File: config.mk
export PLATFORM = sky130hd
export DESIGN_NAME = mem_arbiter_flat
export DESIGN_NICKNAME = d
export VERILOG_FILES = /design/src/rtl/mem_arbiter_if.sv /design/src/rtl/mem_arbiter.sv /design/src/flat_wrapper.sv
export SDC_FILE = /design/constraint.sdc
export NUM_CORES = 1
export LEC_CHECK = 0
export ABC_AREA = 1
export ABC_CLOCK_PERIOD_IN_PS = 5700
export BUFFER_PORTS_ARGS = -buffer_cell sky130_fd_sc_hd__buf_2
export CAP_MARGIN = 20
export CORE_MARGIN = 8
export CORE_UTILIZATION = 59
export DETAILED_ROUTE_END_ITERATION = 10
export PLACE_DENSITY = 0.81
export SLEW_MARGIN = 20
export SYNTH_ARGS = -nofsm -noshare
export SYNTH_HDL_FRONTEND = slang
export SYNTH_SLANG_ARGS = --single-unit
File: constraint.sdc
create_clock -name clk_in -period 5.7 [get_ports clk_in]
set_clock_uncertainty 0.2 [all_clocks]
set_input_delay 1.14 -clock clk_in [delete_from_list [all_inputs] [get_ports clk_in]]
set_output_delay 1.14 -clock clk_in [all_outputs]
set_load 0.03 [all_outputs]
File: src/rtl/mem_arbiter_if.sv
// Request/response and byte-wide RAM bus bundle between the pipeline/RAM side (master)
// and mem_arbiter (slave).
interface mem_arbiter_if;
   logic        if_req;
   logic [31:0] if_addr;
   logic [31:0] if_data;
   logic        if_done;
   logic        mem_req;
   logic        mem_we;
   logic [1:0]  mem_size;
   logic [31:0] mem_addr;
   logic [31:0] mem_wdata;
   logic [31:0] mem_rdata;
   logic        mem_done;
   logic [7:0]  ram_din;
   logic [7:0]  ram_dout;
   logic [31:0] ram_a;
   logic        ram_wr;
   logic        stall_req_if;
   logic        stall_req_mem;

   modport master (
      output if_req, if_addr, mem_req, mem_we, mem_size, mem_addr, mem_wdata, ram_din,
      input  if_data, if_done, mem_rdata, mem_done, ram_dout, ram_a, ram_wr,
             stall_req_if, stall_req_mem
   );

   modport slave (
      input  if_req, if_addr, mem_req, mem_we, mem_size, mem_addr, mem_wdata, ram_din,
      output if_data, if_done, mem_rdata, mem_done, ram_dout, ram_a, ram_wr,
             stall_req_if, stall_req_mem
   );
endinterface

File: src/rtl/mem_arbiter.sv
// Byte-wide unified RAM port arbiter for IF and MEM with little-endian byte sequencing.
// Optional MEM_ARBITER_IO_GUARD_EN: holds off stores to the IO region while io_buffer_full.
module mem_arbiter (
   input  logic         clk_in,
   input  logic         rst_in,
   input  logic         rdy_in,
   input  logic         branch_flag_in,
`ifdef MEM_ARBITER_IO_GUARD_EN
   input  logic         io_buffer_full,
`endif
   mem_arbiter_if.slave bus
);
   typedef enum logic [1:0] {IDLE, RD, WR, DONE} state_t;
   typedef enum logic {OWN_IF, OWN_MEM} owner_t;

   state_t      state, state_nx;
   owner_t      owner, owner_nx;
   logic [2:0]  issue, issue_nx, rcv, rcv_nx, nbytes, nbytes_nx, size_n;
   logic [31:0] addr, addr_nx, wdata, wdata_nx, rbuf, rbuf_nx;
   logic [31:0] if_data_q, if_data_nx, mem_rdata_q, mem_rdata_nx, ram_a_q, ram_a_nx;
   logic [7:0]  ram_dout_q, ram_dout_nx;
   logic        wr_q, wr_nx, if_done_q, if_done_nx, mem_done_q, mem_done_nx;
   logic        store_blocked;
   logic [31:0] assembled, wshift;

`ifdef MEM_ARBITER_IO_GUARD_EN
   assign store_blocked = bus.mem_we && (bus.mem_addr[17:16] == 2'b11) && io_buffer_full;
`else
   assign store_blocked = 1'b0;
`endif

   always_comb begin
      case (bus.mem_size)
         2'b00:   size_n = 3'd1;
         2'b01:   size_n = 3'd2;
         default: size_n = 3'd4;
      endcase
   end

   assign assembled = rbuf | ({24'b0, bus.ram_din} << {rcv[1:0], 3'b000});
   assign wshift    = wdata >> {issue[1:0], 3'b000};

   always_comb begin
      state_nx     = state;
      owner_nx     = owner;
      issue_nx     = issue;
      rcv_nx       = rcv;
      nbytes_nx    = nbytes;
      addr_nx      = addr;
      wdata_nx     = wdata;
      rbuf_nx      = rbuf;
      if_data_nx   = if_data_q;
      mem_rdata_nx = mem_rdata_q;
      ram_a_nx     = ram_a_q;
      ram_dout_nx  = ram_dout_q;
      wr_nx        = 1'b0;
      if_done_nx   = 1'b0;
      mem_done_nx  = 1'b0;
      case (state)
         IDLE: begin
            if (bus.mem_req && !store_blocked) begin
               owner_nx  = OWN_MEM;
               addr_nx   = bus.mem_addr;
               wdata_nx  = bus.mem_wdata;
               nbytes_nx = size_n;
               rbuf_nx   = '0;
               ram_a_nx  = bus.mem_addr;
               issue_nx  = 3'd1;
               rcv_nx    = '0;
               if (bus.mem_we) begin
                  state_nx    = WR;
                  wr_nx       = 1'b1;
                  ram_dout_nx = bus.mem_wdata[7:0];
               end else begin
                  state_nx = RD;
               end
            end else if (bus.if_req && !branch_flag_in) begin
               owner_nx  = OWN_IF;
               addr_nx   = bus.if_addr;
               nbytes_nx = 3'd4;
               rbuf_nx   = '0;
               ram_a_nx  = bus.if_addr;
               issue_nx  = 3'd1;
               rcv_nx    = '0;
               state_nx  = RD;
            end
         end
         RD: begin
            if (owner == OWN_IF && branch_flag_in) begin
               state_nx = IDLE;
            end else begin
               // issue equals the cycle index k; byte k-2 is on ram_din at the end of cycle k
               issue_nx = issue + 3'd1;
               if (issue < nbytes) ram_a_nx = addr + {29'b0, issue};
               if (issue >= 3'd2) begin
                  rbuf_nx = assembled;
                  rcv_nx  = rcv + 3'd1;
                  if (rcv == nbytes - 3'd1) begin
                     state_nx = DONE;
                     if (owner == OWN_IF) begin
                        if_data_nx = assembled;
                        if_done_nx = 1'b1;
                     end else begin
                        mem_rdata_nx = assembled;
                        mem_done_nx  = 1'b1;
                     end
                  end
               end
            end
         end
         WR: begin
            if (issue < nbytes) begin
               ram_a_nx    = addr + {29'b0, issue};
               ram_dout_nx = wshift[7:0];
               wr_nx       = 1'b1;
               issue_nx    = issue + 3'd1;
            end else begin
               state_nx    = DONE;
               mem_done_nx = 1'b1;
            end
         end
         default: state_nx = IDLE;
      endcase
   end

   always_ff @(posedge clk_in or negedge rst_in) begin
      if (!rst_in) begin
         state       <= IDLE;
         owner       <= OWN_IF;
         issue       <= '0;
         rcv         <= '0;
         nbytes      <= '0;
         addr        <= '0;
         wdata       <= '0;
         rbuf        <= '0;
         if_data_q   <= '0;
         mem_rdata_q <= '0;
         ram_a_q     <= '0;
         ram_dout_q  <= '0;
         wr_q        <= 1'b0;
         if_done_q   <= 1'b0;
         mem_done_q  <= 1'b0;
      end else if (rdy_in) begin
         state       <= state_nx;
         owner       <= owner_nx;
         issue       <= issue_nx;
         rcv         <= rcv_nx;
         nbytes      <= nbytes_nx;
         addr        <= addr_nx;
         wdata       <= wdata_nx;
         rbuf        <= rbuf_nx;
         if_data_q   <= if_data_nx;
         mem_rdata_q <= mem_rdata_nx;
         ram_a_q     <= ram_a_nx;
         ram_dout_q  <= ram_dout_nx;
         wr_q        <= wr_nx;
         if_done_q   <= if_done_nx;
         mem_done_q  <= mem_done_nx;
      end
   end

   assign bus.if_data       = if_data_q;
   assign bus.if_done       = if_done_q;
   assign bus.mem_rdata     = mem_rdata_q;
   assign bus.mem_done      = mem_done_q;
   assign bus.ram_a         = ram_a_q;
   assign bus.ram_dout      = ram_dout_q;
   assign bus.ram_wr        = wr_q & rdy_in;
   assign bus.stall_req_if  = bus.if_req & ~if_done_q;
   assign bus.stall_req_mem = bus.mem_req & ~mem_done_q;
endmodule

File: src/flat_wrapper.sv
// flat-port wrapper written by rule: the top's interface ports become plain ports
module mem_arbiter_flat 
  (clk_in, rst_in, rdy_in, branch_flag_in, bus_if_req, bus_if_addr, bus_mem_req, bus_mem_we, bus_mem_size, bus_mem_addr, bus_mem_wdata, bus_ram_din, bus_if_data, bus_if_done, bus_mem_rdata, bus_mem_done, bus_ram_dout, bus_ram_a, bus_ram_wr, bus_stall_req_if, bus_stall_req_mem);
  mem_arbiter_if bus_i ();
  input  logic clk_in;
  input  logic rst_in;
  input  logic rdy_in;
  input  logic branch_flag_in;
  input wire logic [$bits(bus_i.if_req)-1:0] bus_if_req;
  input wire logic [$bits(bus_i.if_addr)-1:0] bus_if_addr;
  input wire logic [$bits(bus_i.mem_req)-1:0] bus_mem_req;
  input wire logic [$bits(bus_i.mem_we)-1:0] bus_mem_we;
  input wire logic [$bits(bus_i.mem_size)-1:0] bus_mem_size;
  input wire logic [$bits(bus_i.mem_addr)-1:0] bus_mem_addr;
  input wire logic [$bits(bus_i.mem_wdata)-1:0] bus_mem_wdata;
  input wire logic [$bits(bus_i.ram_din)-1:0] bus_ram_din;
  output wire logic [$bits(bus_i.if_data)-1:0] bus_if_data;
  output wire logic [$bits(bus_i.if_done)-1:0] bus_if_done;
  output wire logic [$bits(bus_i.mem_rdata)-1:0] bus_mem_rdata;
  output wire logic [$bits(bus_i.mem_done)-1:0] bus_mem_done;
  output wire logic [$bits(bus_i.ram_dout)-1:0] bus_ram_dout;
  output wire logic [$bits(bus_i.ram_a)-1:0] bus_ram_a;
  output wire logic [$bits(bus_i.ram_wr)-1:0] bus_ram_wr;
  output wire logic [$bits(bus_i.stall_req_if)-1:0] bus_stall_req_if;
  output wire logic [$bits(bus_i.stall_req_mem)-1:0] bus_stall_req_mem;
  assign bus_i.if_req = bus_if_req;
  assign bus_i.if_addr = bus_if_addr;
  assign bus_i.mem_req = bus_mem_req;
  assign bus_i.mem_we = bus_mem_we;
  assign bus_i.mem_size = bus_mem_size;
  assign bus_i.mem_addr = bus_mem_addr;
  assign bus_i.mem_wdata = bus_mem_wdata;
  assign bus_i.ram_din = bus_ram_din;
  assign bus_if_data = bus_i.if_data;
  assign bus_if_done = bus_i.if_done;
  assign bus_mem_rdata = bus_i.mem_rdata;
  assign bus_mem_done = bus_i.mem_done;
  assign bus_ram_dout = bus_i.ram_dout;
  assign bus_ram_a = bus_i.ram_a;
  assign bus_ram_wr = bus_i.ram_wr;
  assign bus_stall_req_if = bus_i.stall_req_if;
  assign bus_stall_req_mem = bus_i.stall_req_mem;
  mem_arbiter u_core (.clk_in(clk_in), .rst_in(rst_in), .rdy_in(rdy_in), .branch_flag_in(branch_flag_in), .bus(bus_i));
endmodule
==> impl_metrics.toml <==
[run_status]
status = "complete, no violations"

[synthesis]
syn_inst = 1483
ys_types = 37
synth_fp_nets = 1610
synth_area_mm2 = 0.0110
ys_ff_latch = 215
async_reset_ff_share_pct = 100
synth-main-ff-cell = "dfrtp_1"
synth-edff-count = 0
synth.yosys.warnings = 0
synth_area_per_cell_um2 = 7.41
yosysSeqAreaShare_pct = 48.9

[cts]
path_clk_slew_ns = 0.06
cts_buffers = 22
post_cts_resized = 0
cts_tree = "yes"
holdBufCountCts = 0
clk_latency_ns = 0.51
cts_setup_buffers = 0
cts_root_buf = "clkbuf_16"
htreeDepth = 1
cts_buffer_depth = 3
cts_sinks = 215

[global_routing]
grt_pass1_vias = 10137
overflow = 0
antenna_found_initial = 2
grt_pass1_wl_mm = 50.0
grt_max_degree = 118
grt_usage_pct = 25.5

[timing]
worst_pin_slew_ns = 1.07
finalMaxSlewViolations = 0
fin_crit_ns = 3.85
rsz0062_at_grt = "false"
setup_viol = 0
final.setup.tns_ns = 0
finalCritPeriodShare_pct = 67.6
hold_viol = 0
fmax_mhz = 260
slew-limit-headroom_pct = 28.5

[setup_path]
critPathRequiredTime_ns = 4.36
cp.arrival_ns = 2.51
r2r_slack_ns = 2.34
cp-start-kind = "primary input"
critPathKind = "in2out"
critPathCaptureType = "output pin"
cp_max_fo = 36

[placement]
place.gp.congestion = 0.916
placement.io_buffers = 221
hpwl_mm = 21.2
placed_cell_area_mm2 = 0.0121

[pwr]
p_leak_nw = 6.84
p_per_area_mw_per_mm2 = 528
ir_drop_uv = 353

[routing]
ant_nets = 0
totalWireLength_mm = 30.3
drtIter0Drc = 797
vias_per_cell = 5.40
vias = 10341
dr.pass1.iters = 5
routedWlPerCell_um = 15.9
drc = 0

[die]
num_rows = 50
dieArea_mm2 = 0.0233
die-height_um = 153
die_x_um = 153
ios = 222
start_util_pct = 59.4
core-area_mm2 = 0.0185

[cells_and_area]
final_cell_mix = "nand2_1 (592), buf_2 (220), dfrtp_1 (215)"
stdcell_area_mm2 = 0.0129
layout.nets = 1788
final_common_cell = "nand2_1"
area_growth_pct = 17.5
drive_gt1_share_pct = 17.2

[flow_run]
cap_viol_max_count = 0

[worst_hold_path]
min_path_type = "reg2reg"
==> sequential cells by signal (all words and copies together), names as in the netlist, 8 cells and up <==
signal / count
u_core.bus.mem_rdata: 32
u_core.bus.ram_a: 32
u_core.addr: 32
u_core.bus.ram_dout: 8
u_core.rbuf: 32
u_core.bus.if_data: 32
u_core.wdata: 32
==> through the flow <==
stage | utilization, % | total power [W] | std cells | setup slack [ns] | hold WS [ns]
2_1_floorplan | - | 0.00446 | 1483 | 2.26 | 0.237
3_3_place_gp | 65.3 | 0.00511 | 1871 | 1.91 | 0.250
3_5_place_dp | 65.3 | 0.00520 | 1871 | 1.86 | 0.253
4_1_cts | 69.7 | 0.00682 | 1910 | 1.85 | 0.269
5_1_grt | 69.7 | 0.00730 | 1912 | 1.69 | 0.282
6_report | 69.8 | 0.00682 | 1914 | 1.85 | 0.267
==> worst max-delay path, stage by stage <==
cell and delay [ns]:
buf_2 0.56, inv_1 0.21, buf_4 0.28, nor2_1 0.10
buf_2 0.20
==> Yosys cell counts (7+ instances only) <==
cell      instances  share of area (%)
dfrtp_1         215                 49
xor2_1            7               0.56
nand4_1          33                1.9
nor2_1          137                4.7
o21ai_1          29                1.3
nand3_1          69                3.1
inv_1           119                4.1
o211ai_1          8               0.55
o21ai_0         105                4.8
ha_1             13                1.5
a31oi_1          12               0.68
nand2_1         592                 20
buf_4            10               0.68
a21oi_1          38                1.7
buf_2            33                1.5
clkbuf_1         22               0.75
==> routing by layer <==
metal | GRT usage [%] | share of wire, %
met5 | 0 | 0
met4 | 8.86 | 2.7
met3 | 4.57 | 6.8
met2 | 42.5 | 48
met1 | 33.1 | 42
==> final timing paths <==
kind,start,endpoint,cells past startpoint
min in group asynchronous,rst_in,u_core.bus.mem_rdata[3],1
max in group asynchronous,rst_in,u_core.bus.ram_a[26],2
min,u_core.wdata[9],u_core.wdata[9],2
max reg2reg,u_core.issue[0],u_core.rbuf[13],8
min reg2reg,u_core.wdata[9],u_core.wdata[9],2
max,bus_mem_req,bus_stall_req_mem,5
==> report_power, final <==
| group | switching, W | internal [W] |
|---|---|---|
| sequential | 0.000386 | 0.00200 |
| clock | 0.000612 | 0.000982 |
| combinational | 0.00199 | 0.000849 |
| total | 0.00299 | 0.00383 |
==> cell families after synthesis <==
family	after synthesis	synth area share [%]
DFF	215	48.9
muxes	5	0.455
AOI/OAI and AO/OA	199	9.58
xor gates and xnor gates	10	0.797
and+or+nand+nor	841	30.7
buffers and inverters	199	7.87
adders and majority gates	14	1.66
==> area by class of cell <==
class                           count  area, µm²
Antenna cell                        4       10.0
Clock buffer                       29        648
Clock inverter                     10        159
Fill cell                        1549       5600
Inverter                          125        470
Multi-Input combinational cell   1069       4780
Sequential cell                   215       5380
Tap cell                          234        293
Timing Repair Buffer              228       1180
Power figures use the tool's default switching activity.
